===== src/rtl/sd_init_pkg.sv =====
// Shared definitions for the SD-card SPI-mode initialization sequencer.
// States, command indices, CRC bytes, error codes and divider encodings.
package sd_init_pkg;

    typedef enum logic [2:0] {
        S_IDLE,
        S_PWRUP,
        S_CMD,
        S_POLL,
        S_TAIL,
        S_GAP,
        S_DONE,
        S_ERR
    } state_e;

    localparam logic [5:0] CMD0   = 6'd0;
    localparam logic [5:0] CMD8   = 6'd8;
    localparam logic [5:0] CMD55  = 6'd55;
    localparam logic [5:0] ACMD41 = 6'd41;
    localparam logic [5:0] CMD58  = 6'd58;

    localparam logic [7:0] CRC_CMD0 = 8'h95;
    localparam logic [7:0] CRC_CMD8 = 8'h87;
    localparam logic [7:0] CRC_NONE = 8'h01;

    localparam logic [2:0] ERR_NONE   = 3'd0;
    localparam logic [2:0] ERR_CMD0   = 3'd1;
    localparam logic [2:0] ERR_CMD8   = 3'd2;
    localparam logic [2:0] ERR_ACMD41 = 3'd3;
    localparam logic [2:0] ERR_CMD58  = 3'd4;
    localparam logic [2:0] ERR_POLL   = 3'd5;

    localparam logic [2:0] DIV_SLOW = 3'b100;
    localparam logic [2:0] DIV_FAST = 3'b000;

endpackage


===== src/rtl/sd_cmd_framer.sv =====
// Combinational SD command frame generator.
// Returns byte idx_i of the 6-byte frame for command cmd_i.
module sd_cmd_framer
    import sd_init_pkg::*;
(
    input  logic [5:0] cmd_i,
    input  logic       hcs_i,
    input  logic [2:0] idx_i,
    output logic [7:0] byte_o
);

    logic [7:0] crc;

    always_comb begin
        crc = CRC_NONE;
        if (cmd_i == CMD0) begin
            crc = CRC_CMD0;
        end else if (cmd_i == CMD8) begin
            crc = CRC_CMD8;
        end
        byte_o = 8'hFF;
        unique case (idx_i)
            3'd0: byte_o = {2'b01, cmd_i};
            3'd1: byte_o = (cmd_i == ACMD41 && hcs_i) ? 8'h40 : 8'h00;
            3'd2: byte_o = 8'h00;
            3'd3: byte_o = (cmd_i == CMD8) ? 8'h01 : 8'h00;
            3'd4: byte_o = (cmd_i == CMD8) ? 8'hAA : 8'h00;
            3'd5: byte_o = crc;
            default: byte_o = 8'hFF;
        endcase
    end

endmodule


===== src/rtl/sd_spi_init_ctrl.sv =====
// SD-card SPI-mode init sequencer driving a byte engine via start/done.
// Runs power-up clocks, CMD0, CMD8, CMD55/ACMD41 loop and CMD58.
module sd_spi_init_ctrl
    import sd_init_pkg::*;
#(
    parameter int unsigned RETRY_MAX = 1000,
    parameter int unsigned R1_POLL   = 8,
    parameter int unsigned PWR_BYTES = 10
) (
    input  logic       spi_clk_i,
    input  logic       spi_rst_ni,
    input  logic       start_i,
    output logic       busy_o,
    output logic       ready_o,
    output logic       err_o,
    output logic [2:0] err_code_o,
    output logic       card_v2_o,
    output logic       card_hc_o,
    output logic       cs_o,
    output logic [5:0] spi_statusreg_o,
    output logic       xfer_start_o,
    output logic [7:0] xfer_tx_o,
    input  logic       xfer_done_i,
    input  logic [7:0] xfer_rx_i
);

    localparam logic [3:0] PWR_LAST  = 4'(PWR_BYTES - 1);
    localparam logic [3:0] POLL_LAST = 4'(R1_POLL - 1);
    localparam logic [9:0] RETRY_LIM = 10'(RETRY_MAX);

    state_e      state_q, state_d;
    logic [5:0]  cmd_q, cmd_d;
    logic [3:0]  cnt_q, cnt_d;
    logic        out_q, out_d;
    logic        xs_q;
    logic [7:0]  tx_q, tx_d;
    logic        cs_q, cs_d;
    logic [7:0]  r1_q, r1_d;
    logic [31:0] tail_q, tail_d;
    logic [9:0]  retry_q, retry_d, retry_inc;
    logic        busy_q, busy_d;
    logic        ready_q, ready_d;
    logic        err_q, err_d;
    logic [2:0]  code_q, code_d;
    logic        v2_q, v2_d;
    logic        hc_q, hc_d;

    logic        go, issue, fail, byte_done;
    logic [5:0]  ncmd;
    logic [2:0]  fcode;
    logic [7:0]  frame_b;
    logic        unused_tail;

    assign unused_tail = ^{tail_q[31], tail_q[29:24]};

    sd_cmd_framer u_framer (
        .cmd_i  (cmd_d),
        .hcs_i  (v2_d),
        .idx_i  (cnt_d[2:0]),
        .byte_o (frame_b)
    );

    assign byte_done = xfer_done_i & out_q;
    assign retry_inc = (retry_q == RETRY_LIM) ? retry_q : retry_q + 10'd1;

    always_comb begin
        state_d = state_q;
        cmd_d   = cmd_q;
        cnt_d   = cnt_q;
        out_d   = out_q;
        tx_d    = tx_q;
        cs_d    = cs_q;
        r1_d    = r1_q;
        tail_d  = tail_q;
        retry_d = retry_q;
        busy_d  = busy_q;
        ready_d = ready_q;
        err_d   = err_q;
        code_d  = code_q;
        v2_d    = v2_q;
        hc_d    = hc_q;
        go      = 1'b0;
        issue   = 1'b0;
        fail    = 1'b0;
        fcode   = ERR_NONE;
        ncmd    = cmd_q;

        case (state_q)
            S_IDLE, S_DONE, S_ERR: begin
                if (start_i) begin
                    state_d = S_PWRUP;
                    cnt_d   = '0;
                    cs_d    = 1'b1;
                    out_d   = 1'b1;
                    retry_d = '0;
                    busy_d  = 1'b1;
                    ready_d = 1'b0;
                    err_d   = 1'b0;
                    code_d  = ERR_NONE;
                    v2_d    = 1'b0;
                    hc_d    = 1'b0;
                    go      = 1'b1;
                end
            end
            S_PWRUP: begin
                if (byte_done) begin
                    go = 1'b1;
                    if (cnt_q == PWR_LAST) begin
                        issue = 1'b1;
                        ncmd  = CMD0;
                    end else begin
                        cnt_d = cnt_q + 4'd1;
                    end
                end
            end
            S_CMD: begin
                if (byte_done) begin
                    go = 1'b1;
                    if (cnt_q == 4'd5) begin
                        state_d = S_POLL;
                        cnt_d   = '0;
                    end else begin
                        cnt_d = cnt_q + 4'd1;
                    end
                end
            end
            S_POLL: begin
                if (byte_done) begin
                    if (!xfer_rx_i[7]) begin
                        r1_d  = xfer_rx_i;
                        cnt_d = '0;
                        go    = 1'b1;
                        if (cmd_q == CMD8 || cmd_q == CMD58) begin
                            state_d = S_TAIL;
                        end else begin
                            state_d = S_GAP;
                            cs_d    = 1'b1;
                        end
                    end else if (cnt_q == POLL_LAST) begin
                        fail  = 1'b1;
                        fcode = ERR_POLL;
                    end else begin
                        go    = 1'b1;
                        cnt_d = cnt_q + 4'd1;
                    end
                end
            end
            S_TAIL: begin
                if (byte_done) begin
                    go     = 1'b1;
                    tail_d = {tail_q[23:0], xfer_rx_i};
                    if (cnt_q == 4'd3) begin
                        state_d = S_GAP;
                        cs_d    = 1'b1;
                    end else begin
                        cnt_d = cnt_q + 4'd1;
                    end
                end
            end
            S_GAP: begin
                if (byte_done) begin
                    unique case (1'b1)
                        (cmd_q == CMD0): begin
                            if (r1_q == 8'h01) begin
                                issue = 1'b1;
                                ncmd  = CMD8;
                            end else begin
                                fail  = 1'b1;
                                fcode = ERR_CMD0;
                            end
                        end
                        (cmd_q == CMD8): begin
                            if (r1_q == 8'h05) begin
                                v2_d  = 1'b0;
                                issue = 1'b1;
                                ncmd  = CMD55;
                            end else if (r1_q == 8'h01 && tail_q[11:0] == 12'h1AA) begin
                                v2_d  = 1'b1;
                                issue = 1'b1;
                                ncmd  = CMD55;
                            end else begin
                                fail  = 1'b1;
                                fcode = ERR_CMD8;
                            end
                        end
                        (cmd_q == CMD55): begin
                            if (!r1_q[2]) begin
                                issue = 1'b1;
                                ncmd  = ACMD41;
                            end else begin
                                fail  = 1'b1;
                                fcode = ERR_ACMD41;
                            end
                        end
                        (cmd_q == ACMD41): begin
                            if (r1_q == 8'h00) begin
                                issue = 1'b1;
                                ncmd  = CMD58;
                            end else if (r1_q == 8'h01) begin
                                retry_d = retry_inc;
                                if (retry_inc == RETRY_LIM) begin
                                    fail  = 1'b1;
                                    fcode = ERR_ACMD41;
                                end else begin
                                    issue = 1'b1;
                                    ncmd  = CMD55;
                                end
                            end else begin
                                fail  = 1'b1;
                                fcode = ERR_ACMD41;
                            end
                        end
                        (cmd_q == CMD58): begin
                            if (r1_q == 8'h00) begin
                                hc_d    = tail_q[30] & v2_q;
                                state_d = S_DONE;
                                ready_d = 1'b1;
                                busy_d  = 1'b0;
                                out_d   = 1'b0;
                            end else begin
                                fail  = 1'b1;
                                fcode = ERR_CMD58;
                            end
                        end
                        default: begin
                            fail  = 1'b1;
                            fcode = ERR_CMD0;
                        end
                    endcase
                end
            end
            default: state_d = S_IDLE;
        endcase

        if (issue) begin
            state_d = S_CMD;
            cmd_d   = ncmd;
            cnt_d   = '0;
            cs_d    = 1'b0;
            go      = 1'b1;
        end
        if (fail) begin
            state_d = S_ERR;
            err_d   = 1'b1;
            code_d  = fcode;
            busy_d  = 1'b0;
            out_d   = 1'b0;
            cs_d    = 1'b1;
            go      = 1'b0;
        end
        if (go) begin
            tx_d = (state_d == S_CMD) ? frame_b : 8'hFF;
        end
    end

    always_ff @(posedge spi_clk_i or negedge spi_rst_ni) begin
        if (!spi_rst_ni) begin
            state_q <= S_IDLE;
            cmd_q   <= CMD0;
            cnt_q   <= '0;
            out_q   <= 1'b0;
            xs_q    <= 1'b0;
            tx_q    <= 8'hFF;
            cs_q    <= 1'b1;
            r1_q    <= 8'hFF;
            tail_q  <= '0;
            retry_q <= '0;
            busy_q  <= 1'b0;
            ready_q <= 1'b0;
            err_q   <= 1'b0;
            code_q  <= ERR_NONE;
            v2_q    <= 1'b0;
            hc_q    <= 1'b0;
        end else begin
            state_q <= state_d;
            cmd_q   <= cmd_d;
            cnt_q   <= cnt_d;
            out_q   <= out_d;
            xs_q    <= go;
            tx_q    <= tx_d;
            cs_q    <= cs_d;
            r1_q    <= r1_d;
            tail_q  <= tail_d;
            retry_q <= retry_d;
            busy_q  <= busy_d;
            ready_q <= ready_d;
            err_q   <= err_d;
            code_q  <= code_d;
            v2_q    <= v2_d;
            hc_q    <= hc_d;
        end
    end

    // Engine runs slow during init and is handed back fast only on success.
    assign spi_statusreg_o = {(state_q == S_DONE) ? DIV_FAST : DIV_SLOW,
                              2'b11, out_q};
    assign busy_o       = busy_q;
    assign ready_o      = ready_q;
    assign err_o        = err_q;
    assign err_code_o   = code_q;
    assign card_v2_o    = v2_q;
    assign card_hc_o    = hc_q;
    assign cs_o         = cs_q;
    assign xfer_start_o = xs_q;
    assign xfer_tx_o    = tx_q;

endmodule


===== config.mk =====
export PLATFORM = sky130hd
export DESIGN_NAME = sd_spi_init_ctrl
export DESIGN_NICKNAME = d
export VERILOG_FILES = /design/src/rtl/sd_init_pkg.sv /design/src/rtl/sd_cmd_framer.sv /design/src/rtl/sd_spi_init_ctrl.sv
export SDC_FILE = /design/constraint.sdc
export NUM_CORES = 1
export LEC_CHECK = 0
export BUFFER_PORTS_ARGS = -buffer_cell sky130_fd_sc_hd__buf_2
export CAP_MARGIN = 10
export CORE_MARGIN = 2
export CORE_UTILIZATION = 49
export DETAILED_ROUTE_END_ITERATION = 8
export HOLD_SLACK_MARGIN = 0.12
export PLACE_DENSITY_LB_ADDON = 0.15
export SYNTH_ARGS = -nofsm -noshare
export SYNTH_HDL_FRONTEND = slang
export SYNTH_SLANG_ARGS = --single-unit

===== constraint.sdc =====
create_clock -name spi_clk_i -period 4.1 [get_ports spi_clk_i]
set_clock_uncertainty 0.05 [all_clocks]
set_input_delay 0.615 -clock spi_clk_i [delete_from_list [all_inputs] [get_ports spi_clk_i]]
set_output_delay 0.615 -clock spi_clk_i [all_outputs]
set_load 0.005 [all_outputs]

==> results.md <==
* CTS clock-pin slew for the worst setup and hold paths at about 0.08 ns
* Dominant cell type by area after synthesis: dfrtp_1
* Fillers at ~790
* Die width at roughly 100 um
* Sequential fraction of the synthesis area at 37.9%
* Bufs on Longest Clock Path at 2
* H-tree Lvls at 3
* Post-layout min period at 3.49 ns
* Cts repair resizes at 0
* Setup TNS Final at 0 ns
* Core box area at between 8000 and 9000 sq um
* Initial core utilization at 49.8%
* Die Ht at about 97 um
* Synthesized cell area at ~4300 sq um
* Largest net degree at the start of global routing at 42
* I/O pin count at 36
* Slew Limit Fails at 0
* Initial drt markers at roughly 220
* Most common cell in the netlist: dfrtp_1
* Endpoint type of the worst setup path: flop
* Final setup vio count at 0
* Leak Pwr at roughly 1.9 nW
* Worst-margin pin slew at between 0.9 and 1 ns
* First-pass GRT wire length at approximately 18,000 um
* WL/cell at around 18 um
* Initial antenna violation count at 0
* Global Route Usage Sum at 23.8%
* Share of layout cells above drive strength 1 at 24.7%
* Switching Fraction at between 20% and 30%
* Total setup buffers inserted after CTS at 0
* Final Util at a little over half
* GPL Wtd Cong at 0.963
* Num rows at 34
* Hold slack at 0.336 ns
* Hpwl dp at 7740 um
* Synth Flop Type: dfrtp_1
* Layout Nets at 493
* Setup WS pre-CTS at 0.687 ns
* Unrepaired setup endpoints after global routing: no
* Crit start category: flop
* Net Switching at 0.000270 W
* Post-placement cell area at roughly 4400 sq um
* Post-route setup slack at between 0.6 and 0.7 ns
* WP data required at between 4 and 5 ns
* Peak supply drop at approximately 0.15 mV
* Via/cell ratio at 6.33
* Post-synth ARST share at 100%
* Avg Inst Size Synth at 9.19 sq um
* Layout area overhead at 6.84%
* FMAX at roughly 290 MHz
* Overflow after GRT at 0
* Post-CTS Hold Buffers at 0
* Fraction of power consumed by sequential logic at between 50% and 60%
* Worst slew margin at 37.5%
* Final Hold Viols at 0
* EDFF count, synth at 0
* Vias in the first global route at about 3,500
* # DRC at 0
* Yosys top cell area share at between 20% and 30%
* Comb power frac at under 10%
* Crit path kind: flop to flop
* Hold Crit Class: input pin to async pin
* Worst-path fanout max at 11
* DRT Wirelength at around 11,000 um
* Status: finished, final reports clean
* First-pass iteration count of the detailed router at 4
* Int Power at approximately 0.00090 W
* Antenna cells at 0
* Via count at around 3,700
* Num Clock Sinks at 64
* CTS buffer count at 9
* Period Utilization, post-route at a little under nine tenths
* Clock Latency Late Sink at roughly 0.35 ns
* Synth Instances at roughly 470
* Die area at roughly 9500 sq um
* Routed Antenna Nets at 0
* Yosys warning count at 0
* CTS tree: built
* Max-cap violations at 0
* Post-route cell area at 4570 sq um
* Synth top cells by count: dfrtp_1, nor2_1, nand2_1
* Root Buffer: clkbuf_8
* Synth unique cells at between 80 and 90
* Ranking of synthesized cells by area: dfrtp_1, dfstp_2, mux2_2
* FF+latch count, synth at 64
* Power per cell area at approximately 260 nW/um^2
* CP arrival at 3.68 ns
* Clock group share of total power at between 40% and 50%
* PortBufs at 31
## cell usage in the layout, fill, tap and decap left out, drive strengths merged, types with 6 or more instances in the layout
cell type  netlist  final
dfrtp           47     47
and2             6      6
a21oi           27     27
nand4           12     12
nand2           36     36
nand3           18     18
nor2            42     42
inv             14     14
dfstp           17     17
buf             23     36
o31ai            6      6
nor3            11     11
and3             6      6
nor4             7      7
nor2b            7      7
mux2            22     22
nand3b           8      8
clkbuf          15     13
o21a             6      6
o21ai           30     30
## per-layer routing
metal,wire (um),GRT usage (%)
met3,638,4.60
met1,4950,34.9
met2,4890,35.4
met5,0,0
met4,201,8.01
## power groups by stage
stage	logic, W	clock network, W	registers, W
CTS	0.0000370	0.000511	0.000642
detailed placement	0.0000369	0	0.000653
floorplan	0.0000111	0	0.000654
finish	0.0000354	0.000495	0.000642
global route	0.0000412	0.000548	0.000642
global placement	0.0000358	0	0.000653
## final cells by class
| cell class | instances | area (sq um) | area share (%) |
|---|---|---|---|
| Sequential cell | 64 | 1620 | 35.5 |
| Clock buffer | 13 | 159 | 3.47 |
| Timing Repair Buffer | 36 | 193 | 4.21 |
| Tap cell | 108 | 135 | 2.95 |
| Inverter | 14 | 52.6 | 1.15 |
| Multi-Input combinational cell | 352 | 2390 | 52.4 |
| Clock inverter | 3 | 17.5 | 0.383 |
## flip-flops by register name, summed over array words and instances, names as in the netlist, 3 cells and up
name / flops
cmd_q: 6
tail_q: 15
retry_q: 10
r1_q: 8
cnt_q: 4
err_code_o: 3
xfer_tx_o: 8
state_q: 3
## cells by family after synthesis
kind of cell	count (synthesis)	synth area share (%)
AND/OR/NAND/NOR	190	24.9
other	2	0.175
AO/OA/AOI/OAI	128	22.8
multiplexers	25	6.49
flip-flops	64	37.9
XOR/XNOR	1	0.205
adder cells (fa/ha/maj)	4	1.17
buffers and inverters	52	6.34
## worst paths after layout
check	start	endpoint	slack, ns	cells past startpoint
max	retry_q[0]$_DFFE_PN0P_	err_code_o[1]$_DFFE_PN0P_	0.61	10
min reg2reg	err_code_o[0]$_DFFE_PN0P_	err_code_o[0]$_DFFE_PN0P_	0.43	1
max reg2reg	retry_q[0]$_DFFE_PN0P_	err_code_o[1]$_DFFE_PN0P_	0.61	10
min in group spi_clk_i	err_code_o[0]$_DFFE_PN0P_	err_code_o[0]$_DFFE_PN0P_	0.43	1
max in group asynchronous	spi_rst_ni	cs_o$_DFFE_PN1P_	2.88	2
min	spi_rst_ni	tail_q[0]$_DFFE_PN0P_	0.34	1
## through the flow
| stage | power (W) | instances |
|---|---|---|
| 6_report | 0.00117 | 590 |
| 3_3_place_gp | 0.000689 | 574 |
| 4_1_cts | 0.00119 | 590 |
| 5_1_grt | 0.00123 | 590 |
| 2_1_floorplan | 0.000665 | 468 |
| 3_5_place_dp | 0.000690 | 574 |
## worst max-delay path, cell delays in order (launching register included)
cell	delay, ns
dfrtp_1	0.54
inv_1	0.13
ha_1	0.31
inv_1	0.09
o221ai_2	0.09
or4_4	0.58
nor4_2	0.54
o21ai_0	0.24
o2111ai_1	0.21
o211ai_1	0.28
a31o_2	0.33
Note: power is estimated with default switching activity, not from simulation.
